## src/rtl/serial_adder.sv

```systemverilog
// Bit-serial adder: one full-adder cell with a registered carry, LSB first, WIDTH+2 cycles per result.
// Optional signed-overflow output enabled by defining SERIAL_ADDER_OVF_EN.
module serial_adder #(
  parameter int WIDTH = 8
) (
  input  logic             clk,
  input  logic             rst,
  input  logic             start,
  input  logic [WIDTH-1:0] A,
  input  logic [WIDTH-1:0] B,
  input  logic             Cin,
  output logic             busy,
  output logic             done,
  output logic [WIDTH-1:0] S,
  output logic             Cout
`ifdef SERIAL_ADDER_OVF_EN
  ,
  output logic             ovf
`endif
);

  localparam int CNT_W = $clog2(WIDTH);

  typedef enum logic [1:0] {IDLE, SHIFT, DONE} state_t;

  state_t           state, state_nxt;
  logic [WIDTH-1:0] areg, breg, psum;
  logic             carry;
  logic [CNT_W-1:0] cnt;
  logic             sum_bit, carry_nxt, last_bit;

  function automatic logic maj(input logic a, input logic b, input logic c);
    return (a & b) | (a & c) | (b & c);
  endfunction

  assign sum_bit   = areg[0] ^ breg[0] ^ carry;
  assign carry_nxt = maj(areg[0], breg[0], carry);
  assign last_bit  = (cnt == CNT_W'(WIDTH - 1));

  always_ff @(posedge clk) begin
    if (rst) state <= IDLE;
    else     state <= state_nxt;
  end

  always_comb begin
    state_nxt = state;
    busy      = 1'b0;
    done      = 1'b0;
    case (state)
      IDLE:  if (start) state_nxt = SHIFT;
      SHIFT: begin
        busy = 1'b1;
        if (last_bit) state_nxt = DONE;
      end
      DONE: begin
        done      = 1'b1;
        state_nxt = IDLE;
      end
      default: state_nxt = IDLE;
    endcase
  end

  // Bit-serial control: carry and bit counter
  always_ff @(posedge clk) begin
    if (rst) begin
      carry <= 1'b0;
      cnt   <= '0;
    end else begin
      case (state)
        IDLE: if (start) begin
          carry <= Cin;
          cnt   <= '0;
        end
        SHIFT: begin
          carry <= carry_nxt;
          if (!last_bit) cnt <= cnt + 1'b1;
        end
        default: ;
      endcase
    end
  end

  always_ff @(posedge clk) begin
    if (state == IDLE && start) begin
      areg <= A;
      breg <= B;
    end else if (state == SHIFT) begin
      areg <= areg >> 1;
      breg <= breg >> 1;
      psum <= {sum_bit, psum[WIDTH-1:1]};
    end
  end

  // Result registers load only on DONE entry, so partial sums are never visible
  always_ff @(posedge clk) begin
    if (rst) begin
      S    <= '0;
      Cout <= 1'b0;
`ifdef SERIAL_ADDER_OVF_EN
      ovf  <= 1'b0;
`endif
    end else if (state == SHIFT && last_bit) begin
      S    <= {sum_bit, psum[WIDTH-1:1]};
      Cout <= carry_nxt;
`ifdef SERIAL_ADDER_OVF_EN
      ovf  <= carry ^ carry_nxt;
`endif
    end
  end

endmodule

```

## config.mk

```make
export PLATFORM = sky130hd
export DESIGN_NAME = serial_adder
export DESIGN_NICKNAME = d
export VERILOG_FILES = /design/src/rtl/serial_adder.sv
export SDC_FILE = /design/constraint.sdc
export NUM_CORES = 1
export LEC_CHECK = 0
export BUFFER_PORTS_ARGS = -buffer_cell sky130_fd_sc_hd__buf_4
export CORE_MARGIN = 1.5
export CORE_UTILIZATION = 48
export CTS_CLUSTER_SIZE = 16
export DETAILED_ROUTE_END_ITERATION = 8
export PLACE_DENSITY_LB_ADDON = 0.25
export SLEW_MARGIN = 0
export SYNTH_ARGS = -nofsm -noshare
export SYNTH_HDL_FRONTEND = slang
export SYNTH_SLANG_ARGS = --single-unit
```

## constraint.sdc

```tcl
create_clock -name clk -period 1.3 [get_ports clk]
set_clock_uncertainty 0.05 [all_clocks]
set_input_delay 0 -clock clk [delete_from_list [all_inputs] [get_ports clk]]
set_output_delay 0 -clock clk [all_outputs]
set_load 0.02 [all_outputs]
```

==> out/metrics.csv <==
stage,metric,value,unit
placed_design,dp_slack,-80.39,ps
die,io_pins,31,
cells_and_area,finalNetCount,218,
yosys,ys_warn_count,0,
drt,drt_first_pass_iters,4,
placed_design,dp_hpwl,1.860,mm
die,start_util,49.83,%
worst_setup_path,path_class,reg -> reg,
cells_and_area,final_cell_mix,"nand2_1, buf_4, edfxtp_1",
cells_and_area,finalCoreUtilization,74.63,%
die,die_area,3489,sq um
min_path,hold_path_startpoint,A[0],
drt,drc_errors,0,
sta,timing_worst_slew_pin_value,231.6,ps
global_route,overflow,0,
cells_and_area,n_antenna_cell,0,
clock_network,clk_path_buf_depth,2,
yosys,syn_area_per_cell,11.61,sq um
drt,vias,1134,
die,fp.dieW,59.07,um
global_route,first_global_vias,1124,
global_route,grt-busiest-layer,met2,
yosys,ys_ff_latch,38,
min_path,min_to,areg[0],
global_route,globalRouteMet3Util,5.895,%
job,max_cap_violations,0,
min_path,worst_hold_path_type,in -> reg,
yosys,ys.flop_type,edfxtp_1,
drt,wl,3.158,mm
cells_and_area,drive_above_1_share,35.20,%
clock_network,htree_levels,2,
sta,final.setup.worst_slack,-93.24,ps
sta,post-route-period-util,107.2,%
worst_setup_path,worst_r2r_endpoint,S[2],
drt,antenna_left,0,
power,p_switching,0.5866,mW
yosys,syn-num-nets,153,
worst_setup_path,rr_worst_depth,6,
sta,rsz0062_at_grt,true,
power,powerDensity,1137,nW/um^2
yosys,yosysTopAreaCell,edfxtp_1,
global_route,grt_pass1_wl,4.919,mm
clock_network,cts_buffers,5,
power,seqPwrFrac,55.6,%
clock_network,cts_tree,yes,
worst_setup_path,critical_path.max_fanout,10,
power,power.share.clock,30.9,%
global_route,grt_start_max_net_pins,19,
sta,max_slew_margin,84.49,%
power,leakage,1.037,nW
run_status,violations,negative setup slack,
global_route,track_usage,19.83,%
worst_setup_path,r2r-start,cnt[0],
yosys,yosysSeqAreaShare,65.67,%
clock_network,insertion_delay,350,ps
yosys,synth_cell_types,24,
power,p_int,1.984,mW
yosys,synth_top_area_share,45.77,%
sta,hold_violations,0,
sta,fin_hold_ws,397.7,ps
worst_setup_path,cp_data_arrival_time,1590,ps
power,netSwitchingFraction,22.82,%
run_status,outcome,"finished, violations left",
yosys,synthCells,130,
power,irDropWorstVdd,0.6228,mV
clock_network,path_clk_slew,110,ps
min_path,holdPathStages,4,
placed_design,gp_congestion,0.6905,
yosys,yosys-top-cells-area,"edfxtp_1, dfxtp_1, nand2_1",
power,comb_power_share,13.5,%
drt,via_per_inst,4.725,
global_route,grtUsageMet1,22.59,%
worst_setup_path,endpoint_kind,flop,
cells_and_area,syn_to_final_growth,49.75,%
global_route,antenna_found_initial,0,
yosys,synth_async_sr_flop_share,0,%
worst_setup_path,cp_data_required_time,1500,ps
die,core_area,3028,sq um
yosys,netlist_area,1509,sq um
worst_setup_path,reg2reg_slack,-90,ps
sta,slew_viol_final,0,
sta,fmax,717.8,MHz
clock_network,cts.sinks,38,
drt,avgRoutedWirePerCell,13.16,um
cells_and_area,layout_commonest_cell,nand2_1,
drt,drt-initial-drc-count,37,
sta,final.min_clock_period,1393,ps
die,rows,20,
global_route,use_met2,33.81,%
clock_network,cts_root_buffer,clkbuf_4,
placed_design,io_buffers,30,
die,die_h,59.07,um
worst_setup_path,start_kind,flop,
yosys,synth_edf_count,23,
sta,setup_viol,19,
## flip-flops by register name, summed over array words and instances, names as in the netlist
| name | count |
|---|---|
| Cout | 1 |
| S | 8 |
| areg | 8 |
| breg | 8 |
| carry | 1 |
| cnt | 3 |
| psum | 7 |
| state | 2 |
## cell usage after synthesis (2+ instances only)
library cell and count:
nand3_1 3, a21oi_1 3, nor2_1 11, buf_2 2, ha_1 2, mux2i_1 10, edfxtp_1 23, or3b_1 2
nand2_1 44, and2_1 2, dfxtp_1 15
## layer usage
layer,vias up,wire (um)
met5,-,0
li1,572,-
met2,30,1710
met3,8,104
met4,0,61
met1,524,1282
## logic make-up after synthesis
group | after synthesis | share of synthesized area [%]
compound gates | 6 | 2.736
fa+ha+maj | 3 | 2.985
buf+inv | 5 | 2.156
flops | 38 | 65.67
mux | 10 | 6.634
simple gates | 68 | 19.82
## layout make-up
type	count	area (sq um)
sequential	38	996.0
timing repair buffer	63	584.3
clock buffer	5	37.54
tap	44	55.05
clock inverter	3	40.04
multi-input combinational	87	546.8
fill	215	768.2
## repair_timing
item / 4_1_cts / 5_1_grt
buffers inserted: 1 / 3
gates resized for setup: 5 / 6
pin swaps: 6 / 2
endpoints found under the hold margin: 31 / 15
endpoints found under the setup margin: 29 / 44
hold buffers: 16 / 3
cloned: 1 / 0
## worst max path at each step
stage	start	endpoint	slack [ps]	cells after the start
finish	cnt[0]	S[2]	-90	6
global route	cnt[0]	S[4]	-140	6
CTS	cnt[0]	cnt[1]	-70	5
detailed placement	cnt[1]	cnt[1]	-80	5
global placement	cnt[1]	cnt[1]	-40	5
floorplan	state[1]	areg[2]	-60	5
## per-stage QoR
stage	instance area, sq um	power [mW]	std cells	setup TNS, ps
floorplan	1563	1.599	130	-636.5
global placement	1897	1.699	208	-143.0
detailed placement	1897	1.716	208	-633.7
CTS	2196	2.566	234	-670.2
global route	2260	2.683	240	-1962
finish	2260	2.570	240	-984.6
## worst max-delay path, stage by stage, from the launching register on
cell      delay (ps)
dfxtp_2          350
ha_4             160
ha_4             160
nand3b_1         150
buf_12           160
mux2i_1          190
nor2_1            60
## power by group through the flow
stage	logic, mW	registers (mW)	clock network, mW
5_1_grt	0.385	1.44	0.859
3_3_place_gp	0.249	1.45	0
6_report	0.348	1.43	0.794
4_1_cts	0.331	1.43	0.806
3_5_place_dp	0.261	1.46	0
2_1_floorplan	0.151	1.45	0
(Power assumes the default switching activity.)
